`src/rtl/vidgen_dpi.sv`:
```
// DPI timing generator with 2-bit VRAM fetch and 4-entry palette lookup.
// Output is a two-stage pipeline behind the raster counters, so the palette lookup lines up with the synchronous VRAM read.
module vidgen_dpi #(
  parameter int unsigned H_ACTIVE = 160,
  parameter int unsigned H_FP     = 8,
  parameter int unsigned H_SYNC   = 4,
  parameter int unsigned H_BP     = 8,
  parameter int unsigned V_ACTIVE = 144,
  parameter int unsigned V_FP     = 2,
  parameter int unsigned V_SYNC   = 2,
  parameter int unsigned V_BP     = 6
) (
  input  logic        rgb_clk,
  input  logic        rst,
  input  logic        enable,
  input  logic [15:0] palette,
  output logic [15:0] vram_addr,
  output logic        vram_re,
  input  logic [1:0]  vram_rdata,
  output logic        rgb_de,
  output logic        rgb_hsync,
  output logic        rgb_vsync,
  output logic [3:0]  rgb_data,
  output logic        frame_start
);

  localparam int unsigned H_TOTAL = H_ACTIVE + H_FP + H_SYNC + H_BP;
  localparam int unsigned V_TOTAL = V_ACTIVE + V_FP + V_SYNC + V_BP;

  if (H_TOTAL > 1023 || V_TOTAL > 1023) begin : g_total_check
    $error("vidgen_dpi: H_TOTAL/V_TOTAL must not exceed 1023");
  end
  if (H_ACTIVE < 1 || H_ACTIVE > 256 || V_ACTIVE < 1 || V_ACTIVE > 256) begin : g_active_check
    $error("vidgen_dpi: H_ACTIVE/V_ACTIVE must be in 1..256");
  end
  if (H_SYNC < 1 || V_SYNC < 1) begin : g_sync_check
    $error("vidgen_dpi: sync widths must be at least 1");
  end

  localparam logic [9:0] H_ACT_C  = 10'(H_ACTIVE);
  localparam logic [9:0] H_HSB_C  = 10'(H_ACTIVE + H_FP);
  localparam logic [9:0] H_HSE_C  = 10'(H_ACTIVE + H_FP + H_SYNC);
  localparam logic [9:0] H_LAST_C = 10'(H_TOTAL - 1);
  localparam logic [9:0] V_ACT_C  = 10'(V_ACTIVE);
  localparam logic [9:0] V_VSB_C  = 10'(V_ACTIVE + V_FP);
  localparam logic [9:0] V_VSE_C  = 10'(V_ACTIVE + V_FP + V_SYNC);
  localparam logic [9:0] V_LAST_C = 10'(V_TOTAL - 1);

  logic [9:0] hcnt_q, hcnt_d;
  logic [9:0] vcnt_q, vcnt_d;

  logic       active, hs, vs;

  logic       de1_q, hs1_q, vs1_q, fs1_q;
  logic       de1_d, hs1_d, vs1_d, fs1_d;

  logic       de2_q, hs2_q, vs2_q, fs2_q;
  logic       de2_d, hs2_d, vs2_d, fs2_d;
  logic [3:0] data2_q, data2_d;
  logic [3:0] pix_color;

  always_comb begin
    hcnt_d = hcnt_q;
    vcnt_d = vcnt_q;
    if (!enable) begin
      hcnt_d = '0;
      vcnt_d = '0;
    end else if (hcnt_q == H_LAST_C) begin
      hcnt_d = '0;
      vcnt_d = (vcnt_q == V_LAST_C) ? '0 : vcnt_q + 10'd1;
    end else begin
      hcnt_d = hcnt_q + 10'd1;
    end
  end

  always_comb begin
    active    = (hcnt_q < H_ACT_C) && (vcnt_q < V_ACT_C);
    hs        = (hcnt_q >= H_HSB_C) && (hcnt_q < H_HSE_C);
    vs        = (vcnt_q >= V_VSB_C) && (vcnt_q < V_VSE_C);
    vram_re   = active & enable;
    vram_addr = {vcnt_q[7:0], hcnt_q[7:0]};
  end

  // Stage loads are gated by enable so a disable blanks everything on one edge
  // and no in-flight pixel survives into the restarted frame.
  always_comb begin
    de1_d = active & enable;
    hs1_d = hs & enable;
    vs1_d = vs & enable;
    fs1_d = (hcnt_q == '0) && (vcnt_q == '0) && enable;
  end

  always_comb begin
    pix_color = '0;
    case (vram_rdata)
      2'd0:    pix_color = palette[3:0];
      2'd1:    pix_color = palette[7:4];
      2'd2:    pix_color = palette[11:8];
      default: pix_color = palette[15:12];
    endcase
  end

  always_comb begin
    de2_d   = de1_q & enable;
    hs2_d   = hs1_q & enable;
    vs2_d   = vs1_q & enable;
    fs2_d   = fs1_q & enable;
    data2_d = (enable && de1_q) ? pix_color : '0;
  end

  always_ff @(posedge rgb_clk or posedge rst) begin
    if (rst) begin
      hcnt_q  <= '0;
      vcnt_q  <= '0;
      de1_q   <= 1'b0;
      hs1_q   <= 1'b0;
      vs1_q   <= 1'b0;
      fs1_q   <= 1'b0;
      de2_q   <= 1'b0;
      hs2_q   <= 1'b0;
      vs2_q   <= 1'b0;
      fs2_q   <= 1'b0;
      data2_q <= '0;
    end else begin
      hcnt_q  <= hcnt_d;
      vcnt_q  <= vcnt_d;
      de1_q   <= de1_d;
      hs1_q   <= hs1_d;
      vs1_q   <= vs1_d;
      fs1_q   <= fs1_d;
      de2_q   <= de2_d;
      hs2_q   <= hs2_d;
      vs2_q   <= vs2_d;
      fs2_q   <= fs2_d;
      data2_q <= data2_d;
    end
  end

  always_comb begin
    rgb_de      = de2_q;
    rgb_hsync   = hs2_q;
    rgb_vsync   = vs2_q;
    rgb_data    = data2_q;
    frame_start = fs2_q;
  end

endmodule

```
`config.mk`:
```
export PLATFORM = sky130hd
export DESIGN_NAME = vidgen_dpi
export DESIGN_NICKNAME = d
export VERILOG_FILES = /design/src/rtl/vidgen_dpi.sv
export SDC_FILE = /design/constraint.sdc
export NUM_CORES = 1
export LEC_CHECK = 0
export CAP_MARGIN = 10
export CELL_PAD_IN_SITES_DETAIL_PLACEMENT = 0
export CELL_PAD_IN_SITES_GLOBAL_PLACEMENT = 1
export CORE_MARGIN = 8
export CORE_UTILIZATION = 30
export CTS_CLUSTER_SIZE = 25
export DETAILED_ROUTE_END_ITERATION = 16
export PLACE_DENSITY_LB_ADDON = 0.2
export REMOVE_ABC_BUFFERS = 1
export SYNTH_ARGS = -nofsm -noshare
export SYNTH_HDL_FRONTEND = slang
export SYNTH_SLANG_ARGS = --single-unit
export TNS_END_PERCENT = 1
```
`constraint.sdc`:
```
create_clock -name rgb_clk -period 3.1 [get_ports rgb_clk]
set_clock_uncertainty 0.1 [all_clocks]
set_input_delay 0.465 -clock rgb_clk [delete_from_list [all_inputs] [get_ports rgb_clk]]
set_output_delay 0.465 -clock rgb_clk [all_outputs]
set_load 0.005 [all_outputs]
```
Word-level counts from Yosys, hierarchy flattened:

Index checks and enable logic that the tools add are counted.

* mux-type cells: 7
* $add $sub $neg: 2
* bitwise operators: 7
* $lt $le $gt $ge: 6
* reductions and logical operators: 9
* equality and inequality tests: 5

Operators by type and width (number)
* 10-bit two-way mux: 5
* 10-bit by 8-bit < comparator with 1-bit output, second input constant: 4
* 10-bit by 1-bit adder with 10-bit output, second input constant: 2
* 10-bit by 8-bit equality test with 1-bit output, second input constant: 2
* 10-bit by 8-bit greater-or-equal comparator with 1-bit output, second input constant: 2
* 10-bit zero test: 2
* 4-bit one-hot mux with 3 select lines: 1
* 1-bit bitwise AND: 7
* 1-bit logical AND: 6
* 4-bit two-way mux: 1
* 2-bit by 1-bit equality test with 1-bit output, second input constant: 1
* 2-bit equality test, second input constant: 1
* 2-bit zero test: 1
* 2-bit by 1-bit != test with 1-bit output, second input constant: 1

* flip-flop bits (word level): 32
* input bits: 21
* output and inout port bits: 25

Logic depth before layout (Yosys ltp):

Gate-level depths: netlist of run 1.

* depth after elaboration: 4
* depth in mapped cells: 6
* depth with buffers taken out: 5

Worst setup path before layout of run 1:

OpenSTA, ideal clock, no wires.

* path type: register to register
* start: register hcnt_q[6]
* end: register vcnt_q[5]
* required time: 2.922 ns
* path slack: 0.784 ns
* stages on the path, launching flop included: 7
* clock period less this slack: 2.316 ns
* setup time: 0.078 ns
* data arrival time: 2.138 ns
* cell sequence: dfrtp_1 or4b_1 buf_2 or4_1 buf_2 or3_1 a21oi_1

* longest elaborated chain between the ends: 2

RTL lines
* from (decl): RTL line 49 `logic [9:0] hcnt_q, hcnt_d;`
* from (signal assigned): RTL line 125 `hcnt_q <= hcnt_d;`
* 10-bit by 8-bit equality test with 1-bit output: RTL line 68 `end else if (hcnt_q == H_LAST_C) begin`
* 2-bit by 1-bit != test with 1-bit output (no source line)
* to (signal assigned): RTL line 126 `vcnt_q <= vcnt_d;`
* to (decl): RTL line 50 `logic [9:0] vcnt_q, vcnt_d;`

Every way passes these cells.
A chain may end at the register's enable or synchronous reset.

Worst setup path after layout of run 1:

* start: register vcnt_q[4]
* end: output port vram_re

* longest elaborated chain between the ends: 3

RTL lines
* 10-bit by 8-bit < comparator with 1-bit output: RTL line 77 `active = (hcnt_q < H_ACT_C) && (vcnt_q < V_ACT_C);`
* 1-bit logical AND: RTL line 77
* 1-bit bitwise AND: RTL line 80 `vram_re = active & enable;`
* to (decl): RTL line 18 `output logic vram_re,`

Every way passes these cells.

==> results of run 1 <==
## stage by stage
step	hold slack (ns)	total power, mW	setup slack [ns]	instances	utilization
after detailed placement	0.345	0.535	0.626	266	0.388
after CTS	0.359	0.840	0.474	273	0.402
after floorplan	0.334	0.475	0.810	147	-
after global routing	0.375	0.868	0.347	273	0.402
final	0.354	0.825	0.513	273	0.402
after global placement	0.337	0.533	0.633	266	0.388
## worst max-delay path: stages, from the launching register on
cell	delay (ns)
dfrtp_1	0.49
o31ai_1	0.29
nand4_1	0.13
nor3_1	0.26
clkdlybuf4s50_1	0.58
## worst max-delay path by stage
stage | start | endpoint | depth (start not counted)
global route | vcnt_q[4] | vram_re | 4
global placement | enable | vram_re | 4
floorplan | hcnt_q[6] | vcnt_q[5] | 4
CTS | vcnt_q[4] | vram_re | 4
detailed placement | hcnt_q[0] | vcnt_q[3] | 5
finish | vcnt_q[4] | vram_re | 4
## per-layer routing
metal,wire length (um),share of wire,up-vias
met5,0,0,-
met4,76,0.018,0
met3,341,0.080,6
met2,2000,0.47,41
met1,1850,0.43,638
li1,-,-,635
## logic make-up after synthesis
group	synth area share
mux	0.0576
simple gates	0.228
buf+inv	0.0987
flops	0.461
compound gates	0.0584
xor+xnor	0.0605
fa+ha+maj	0.0360
## flip-flops by register name, summed over array words and instances, names as in the netlist
signal       count
de1_q            1
frame_start      1
fs1_q            1
hcnt_q          10
hs1_q            1
rgb_data         4
rgb_de           1
rgb_hsync        1
rgb_vsync        1
vcnt_q          10
vs1_q            1
## power by group
part,switching [mW],internal [mW],leakage (nW)
Combinational,0.0341,0.0550,0.442
Clock,0.148,0.152,0.0410
Sequential,0.00893,0.427,0.438
Total,0.191,0.634,0.920
## layout by cell type (no fill, tap or decap), types with 4 or more instances in the layout
cell,n
and2_1,8
inv_1,7
xor2_1,7
nor2_1,19
ha_1,5
o21ai_0,6
dfrtp_1,32
nand3_1,7
or3_1,7
nand4_1,6
mux4_2,4
nand2_1,7
clkdlybuf4s50_1,45
clkbuf_8,5
a21oi_1,4
xnor2_1,5
## cell type report
type / count / area, sq um / share of cell area
tap: 72 / 90.1 / 0.0405
sequential: 32 / 801 / 0.360
timing repair buffer: 47 / 465 / 0.209
inverter: 7 / 26.3 / 0.0118
multi-input combinational: 108 / 764 / 0.344
clock inverter: 1 / 5.00 / 0.00225
clock buffer: 6 / 72.6 / 0.0326
==> summary.txt, run 1 <==
Placement
  – DP HPWL: 3220 um
  – Placed inst area: 0.00215 sq mm
  – PortBufs: 45
  – Final Wtd Congestion: 0.784

Drt
  – Vias: 1320
  – Final wirelength: 4260 um
  – Initial drt markers: 36
  – First-pass DRT Iterations: 4
  – DRT antenna net count: 0
  – Post-DR vias/cell: 4.84
  – DRC viols: 0
  – Wire per inst: 15.6 um

Timing
  – Final TNS setup: 0 ns
  – RSZ-0062 raised after global routing: no
  – Max-slew violations: 0
  – Max_slew headroom: 0.574
  – Worst-Margin Slew: 0.638 ns
  – Finish-stage setup viols: 0
  – Min Tclk post-route: 2.59 ns
  – Crit share post-route: 0.835
  – Final hold violations: 0
  – Max Clk Rate: 387 MHz

Clock tree
  – Post CTS Setup Buffer Count: 0
  – CTS-repair resized insts: 0
  – Root Driver: clkbuf_8
  – H-tree depth: 2
  – Worst skew pair latency: 0.28 ns
  – Reg clk slew, reported paths: 0.06 ns
  – CTS tree: yes
  – Clk buf depth: 2
  – Clock sink total: 32
  – Hold Buf Count CTS: 0
  – Num CTS Buffers: 5

Synthesis
  – Top cell type's share of synthesized area: 0.461
  – Top cell type by total area after synthesis: dfrtp_1
  – Post-Syn Area: 0.00174 sq mm
  – Ys async rst share: 1.00
  – Yosys warns: 0
  – Syn Area/Cell: 10.3 sq um
  – Post-synth EDFFs: 0
  – Top_reg_cell synth: dfrtp_1
  – Seq/Total Area, Yosys: 0.461
  – Largest cells by area after synthesis: dfrtp_1 (46%), buf_4 (6.9%), mux4_2 (5.2%)
  – Top post-synthesis cells by count: dfrtp_1 (32), nor2_1 (19), buf_4 (16)
  – Most common cell in the synthesized netlist: dfrtp_1
  – Synth unique cells: 31
  – Post-synthesis cell count: 169
  – Flops & latches, synth: 32

Floorplan
  – Rows: 27
  – Core Region: 0.00554 sq mm
  – Top Ports: 46
  – Chip width: 92.1 um
  – Starting Density: 0.313
  – Die H: 92.1 um
  – Die area: 0.00848 sq mm

Critical path
  – Worst Setup Start Kind: flip-flop
  – Worst r2r dst: vcnt_q[7]
  – CP required: 2.53 ns
  – Reg2Reg Depth: 5
  – Setup CP Type: flip-flop to primary output
  – Reg2reg setup slack: 0.60 ns
  – CP Max Fanout: 9
  – FF-to-FF Start: hcnt_q[0]
  – Critical Path End Type: primary output
  – CP arrival: 2.02 ns

Global route
  – Global route total overflow: 0
  – Met1 Resource Use GR: 0.117
  – GRT met2 Usage: 0.169
  – GRT Overall Usage: 0.105
  – Met3 usage: 0.0505
  – Top Usage Layer GRT: met2
  – Antenna violations before repair: 0
  – Largest net degree at the start of global routing: 18
  – First-pass GRT wire length: 7110 um
  – Vias in the first global route: 1402

Power
  – Leak: 0.920 nW
  – PD cells: 371 mW/mm^2
  – Peak supply drop: 134 uV

Flow run
  – # Max-Cap Violations: 0

Cells and area
  – # diodes: 0
  – FILL cells: 575
  – Final Cell Area: 0.00222 sq mm
  – Final net count: 227
  – Area Overhead vs Synth: 28.1%
  – Fraction of layout cells with a size suffix above 1: 0.0647

Hold path
  – Worst Hold Class: flip-flop to flip-flop
  – Hold_sp: hs1_q
  – WHS Path Cells: 1
  – Hold EP: rgb_hsync

Run status
  – Status: finished, final reports clean
No activity file was read; power rests on OpenSTA's default activity.
==> run 2: changes to the inputs <==
Clock period 3.1 ns to 2.6 ns, I/O delays scaled along.
==> run 2 against run 1 <==
Effect of this change: via count rose by 3.3%; highest routed layer unchanged; largest cell class unchanged; total power rose by 20%; sequential power rose by 18%.
==> summary.txt, run 2 (synthesis results as in run 1) <==
Power
  – PD cells: 434 mW/mm^2 (was 371 mW/mm^2)
  – Leak: 0.960 nW (was 0.920 nW)
  – Peak supply drop: 152 uV (was 134 uV)

Clock tree
  – Clock sink total: 32 (unchanged)
  – Root Driver: clkbuf_8 (unchanged)
  – CTS tree: yes (unchanged)
  – Clk buf depth: 2 (unchanged)
  – Worst skew pair latency: 0.28 ns (about the same)
  – H-tree depth: 2 (unchanged)
  – Hold Buf Count CTS: 0 (unchanged)
  – Num CTS Buffers: 5 (unchanged)
  – Reg clk slew, reported paths: 0.07 ns (was 0.06 ns)

Cells and area
  – # diodes: 0 (unchanged)
  – Fraction of layout cells with a size suffix above 1: 0.106 (was 0.0647)
  – Most frequent cells in the layout: clkdlybuf4s50_1 (45), dfrtp_1 (32), nor2_1 (19) (unchanged)
  – Commonest non-fill, non-tap cell in the layout: clkdlybuf4s50_1 (unchanged)
  – Final net count: 234 (was 227)
  – Fin cells: 280 (was 273)
  – Area Overhead vs Synth: 31.6% (was 28.1%)
  – FILL cells: 555 (was 575)

Placement
  – Placed cell count: 273 (was 266)
  – DP HPWL: 3280 um (was 3220 um)
  – PortBufs: 45 (unchanged)
  – Final Wtd Congestion: 0.791 (was 0.784)

Run status
  – Status: finished, final reports clean (unchanged)

Hold path
  – Worst Hold Class: flip-flop to flip-flop (unchanged)
  – Hold_sp: hs1_q (unchanged)

Timing
  – Max-slew violations: 0 (unchanged)
  – Worst-Margin Slew: 0.570 ns (was 0.638 ns)
  – Crit share post-route: 0.942
  – Final hold violations: 0 (unchanged)
  – Max Clk Rate: 408 MHz
  – Min Hold Slack: 0.356 ns (was 0.354 ns)
  – Max_slew headroom: 0.619 (was 0.574)
  – Finish-stage setup viols: 0 (unchanged)
  – Min Tclk post-route: 2.45 ns
  – Final TNS setup: 0 ns (unchanged)

Critical path
  – CP arrival: 1.96 ns (was 2.02 ns)
  – Worst Setup SP: vcnt_q[5] (was vcnt_q[4])
  – FF-to-FF Start: hcnt_q[8] (was hcnt_q[0])
  – Critical Path End Type: primary output (unchanged)
  – CP required: 2.11 ns (was 2.53 ns)
  – Setup CP Type: flip-flop to primary output (unchanged)
  – CP Max Fanout: 8 (was 9)
  – Worst Setup Start Kind: flip-flop (unchanged)

Drt
  – DRT antenna net count: 0 (unchanged)
  – Post-DR vias/cell: 4.87 (was 4.84)
  – DRC viols: 0 (unchanged)
  – Final wirelength: 4290 um (was 4260 um)
  – Vias: 1363 (was 1320)
  – Wire per inst: 15.3 um (was 15.6 um)
  – Initial drt markers: 43 (was 36)
  – First-pass DRT Iterations: 4 (unchanged)

Floorplan
  – Die area: 0.00848 sq mm (unchanged)
  – Die H: 92.1 um (unchanged)
  – Top Ports: 46 (unchanged)
  – Chip width: 92.1 um (unchanged)
  – Starting Density: 0.313 (unchanged)
  – Rows: 27 (unchanged)
  – Core Region: 0.00554 sq mm (unchanged)

Global route
  – Vias in the first global route: 1471 (was 1402)
  – Largest net degree at the start of global routing: 33 (was 18)
  – Antenna violations before repair: 0 (unchanged)
  – Global route total overflow: 0 (unchanged)
  – First-pass GRT wire length: 7450 um (was 7110 um)
  – GRT Overall Usage: 0.109 (was 0.105)

Flow run
  – # Max-Cap Violations: 0 (unchanged)
[run 2: cell count changes in the layout (fill, tap and decap cells not counted), sizes merged]
cell,before,now
clkbuf,6,5
buf,2,9
clkinvlp,0,1
[run 2: cell type report]
cell class                      count  area [sq um]  area share
Clock buffer                        5          68.8      0.0301
Multi-Input combinational cell    108           769       0.337
Inverter                            7          26.3      0.0115
Sequential cell                    32           801       0.350
Timing Repair Buffer               54           518       0.227
Tap cell                           72          90.1      0.0394
Clock inverter                      2          12.5     0.00547
[run 2: repair_timing]
item                       in CTS  in global routing
setup endpoints to repair       0                  1
resized for setup               0                  1
hold endpoints to repair        0                  0
setup buffers                   0                  0
[run 2: final timing paths]
path	to	slack (ns)	cells past startpoint
max	vram_re	0.15	4
min	rgb_hsync	0.36	1
max reg2reg	vcnt_q[5]	0.17	4
min reg2reg	rgb_hsync	0.36	1
max in group asynchronous	vcnt_q[3]	1.71	3
min in group asynchronous	rgb_data[2]	0.38	3
[run 2: power breakdown]
group | internal [mW] | switching (mW) | leakage (nW) | total, mW
logic | 0.0701 | 0.0469 | 0.482 | 0.117
clock network | 0.181 | 0.182 | 0.0400 | 0.363
registers | 0.509 | 0.00454 | 0.438 | 0.513
[run 2: metrics by stage]
stage	area (sq um)	setup slack, ns	utilization	total power, mW
final	2290	0.151	0.413	0.993
after global routing	2290	-0.000577	0.413	1.05
after CTS	2280	0.0253	0.412	1.01
after detailed placement	2200	0.205	0.397	0.643
after global placement	2200	0.262	0.397	0.641
after floorplan	1590	0.310	-	0.566
[run 2: routing by layer]
metal | track usage | part of all wire | vias up
met5 | 0 | 0 | -
met4 | 0.0483 | 0.014 | 0
met3 | 0.0375 | 0.063 | 5
met2 | 0.171 | 0.49 | 47
met1 | 0.131 | 0.43 | 656
li1 | - | - | 655
[run 2: critical path, cell delays in order, from the launching register on]
cell,delay (ns)
dfrtp_1,0.46
o31ai_1,0.31
nand4_1,0.18
nor3_2,0.19
clkdlybuf4s50_1,0.55
==> run 3: changes to the inputs <==
Settings changed: GPL_TIMING_DRIVEN from default to 0.
==> run 3 against run 2 <==
Effect of this change: setup slack better by 0.0037 ns; wire length is 5.0% lower; non-clock buffer count is 7 lower; clock-buffer cell count is 2 higher; critical endpoint is now vcnt_q[9]; largest power group unchanged.
==> summary.txt, run 3 (synthesis results as in run 1) <==
Global route
  – Vias in the first global route: 1366 (was 1471)
  – First-pass GRT wire length: 6820 um (was 7450 um)
  – GRT Overall Usage: 0.100 (was 0.109)
  – Global route total overflow: 0 (unchanged)
  – Largest net degree at the start of global routing: 33 (unchanged)
  – Antenna violations before repair: 0 (unchanged)

Clock tree
  – Clock sink total: 32 (unchanged)
  – Hold Buf Count CTS: 0 (unchanged)
  – Num CTS Buffers: 5 (unchanged)
  – Worst skew pair latency: 0.29 ns (was 0.28 ns)
  – Clk buf depth: 2 (unchanged)
  – Root Driver: clkbuf_8 (unchanged)
  – H-tree depth: 2 (unchanged)
  – CTS tree: yes (unchanged)
  – Reg clk slew, reported paths: 0.07 ns (about the same)

Timing
  – Max_slew headroom: 0.588 (was 0.619)
  – Crit share post-route: 0.941 (was 0.942)
  – Min Hold Slack: 0.355 ns (was 0.356 ns)
  – RSZ-0062 raised after global routing: no
  – Min Tclk post-route: 2.45 ns (about the same)
  – Final TNS setup: 0 ns (unchanged)
  – Max-slew violations: 0 (unchanged)
  – Max Clk Rate: 409 MHz (was 408 MHz)
  – Final hold violations: 0 (unchanged)
  – Finish-stage setup viols: 0 (unchanged)
  – Worst-Margin Slew: 0.618 ns (was 0.570 ns)

Cells and area
  – Fin cells: 274 (was 280)
  – Most frequent cells in the layout: clkdlybuf4s50_1 (44), dfrtp_1 (31), nor2_1 (19) (was clkdlybuf4s50_1 (45), dfrtp_1 (32), nor2_1 (19))
  – Area Overhead vs Synth: 32.7% (was 31.6%)
  – Fraction of layout cells with a size suffix above 1: 0.0941 (was 0.106)
  – Final Cell Area: 0.00230 sq mm (was 0.00229 sq mm)
  – # diodes: 0 (unchanged)
  – Final net count: 227 (was 234)
  – Commonest non-fill, non-tap cell in the layout: clkdlybuf4s50_1 (unchanged)

Drt
  – Wire per inst: 14.9 um (was 15.3 um)
  – Initial drt markers: 37 (was 43)
  – Final wirelength: 4070 um (was 4290 um)
  – Vias: 1340 (was 1363)
  – DRC viols: 0 (unchanged)
  – First-pass DRT Iterations: 4 (unchanged)
  – DRT antenna net count: 0 (unchanged)
  – Post-DR vias/cell: 4.89 (was 4.87)

Floorplan
  – Starting Density: 0.313 (unchanged)
  – Chip width: 92.1 um (unchanged)
  – Rows: 27 (unchanged)
  – Die H: 92.1 um (unchanged)
  – Top Ports: 46 (unchanged)
  – Die area: 0.00848 sq mm (unchanged)
  – Core Region: 0.00554 sq mm (unchanged)

Power
  – Leak: 0.954 nW (was 0.960 nW)
  – PD cells: 498 mW/mm^2 (was 434 mW/mm^2)
  – Peak supply drop: 228 uV (was 152 uV)

Placement
  – Final Wtd Congestion: 0.764 (was 0.791)
  – PortBufs: 45 (unchanged)
  – DP HPWL: 3020 um (was 3280 um)
  – Placed inst area: 0.00213 sq mm (was 0.00220 sq mm)
  – Placed cell count: 264 (was 273)

Flow run
  – # Max-Cap Violations: 0 (unchanged)

Critical path
  – CP required: 2.71 ns (was 2.11 ns)
  – Worst Setup Start Kind: flip-flop (unchanged)
  – Setup CP Type: flip-flop to flip-flop (was flip-flop to primary output)
  – CP Max Fanout: 8 (unchanged)
  – CP arrival: 2.56 ns (was 1.96 ns)
  – Critical Path End Type: flip-flop (was primary output)

Run status
  – Status: finished, final reports clean (unchanged)

Hold path
  – Worst Hold Class: flip-flop to flip-flop (unchanged)
## run 3: worst paths after layout
kind | from | end | slack [ns] | depth (start not counted)
max reg2reg | hcnt_q[6] | vcnt_q[9] | 0.15 | 4
min | hs1_q | rgb_hsync | 0.36 | 1
min in group asynchronous | rst | hcnt_q[8] | 0.38 | 2
max in group asynchronous | rst | vcnt_q[4] | 1.51 | 3
min reg2reg | hs1_q | rgb_hsync | 0.36 | 1
max | hcnt_q[6] | vcnt_q[9] | 0.15 | 4
## run 3: area by class of cell
type	count	area, sq um
inverter	7	26.3
multi-input combinational	108	776
clock buffer	7	96.3
fill	566	3240
tap	72	90.1
clock inverter	1	30.0
timing repair buffer	47	484
sequential	32	802
## run 3: stage by stage
stage / util / setup WS (ns) / total power, mW
3_5_place_dp: 0.385 / -0.0245 / 0.634
4_1_cts: 0.407 / 0.0332 / 1.16
3_3_place_gp: 0.385 / -0.000852 / 0.633
2_1_floorplan: - / 0.310 / 0.566
6_report: 0.416 / 0.155 / 1.15
5_1_grt: 0.416 / 0.0297 / 1.20
## run 3: report_power, final
group | switching (mW) | internal [mW]
clock | 0.181 | 0.338
sequential | 0.0114 | 0.509
combinational | 0.0403 | 0.0682
## run 3: worst max-delay path: stages, from the launching register on
cell,delay [ns]
dfrtp_1,0.47
or4b_1,0.70
or4_4,0.59
or3_1,0.37
a21boi_1,0.15
## run 3: timing repair
action | 4_1_cts | 5_1_grt
endpoints found under the setup margin | 1 | 11
pin swaps | 0 | 2
buffers inserted | 0 | 1
gates resized for setup | 1 | 4
## run 3: layer usage
layer  part of all wire  up-vias  track usage  routed length, um
li1                   -      642            -                  -
met1               0.45      647        0.118               1820
met2               0.46       43        0.155               1890
met3              0.069        8       0.0399                280
met4              0.020        0       0.0523                 82
met5                  0        -            0                  0
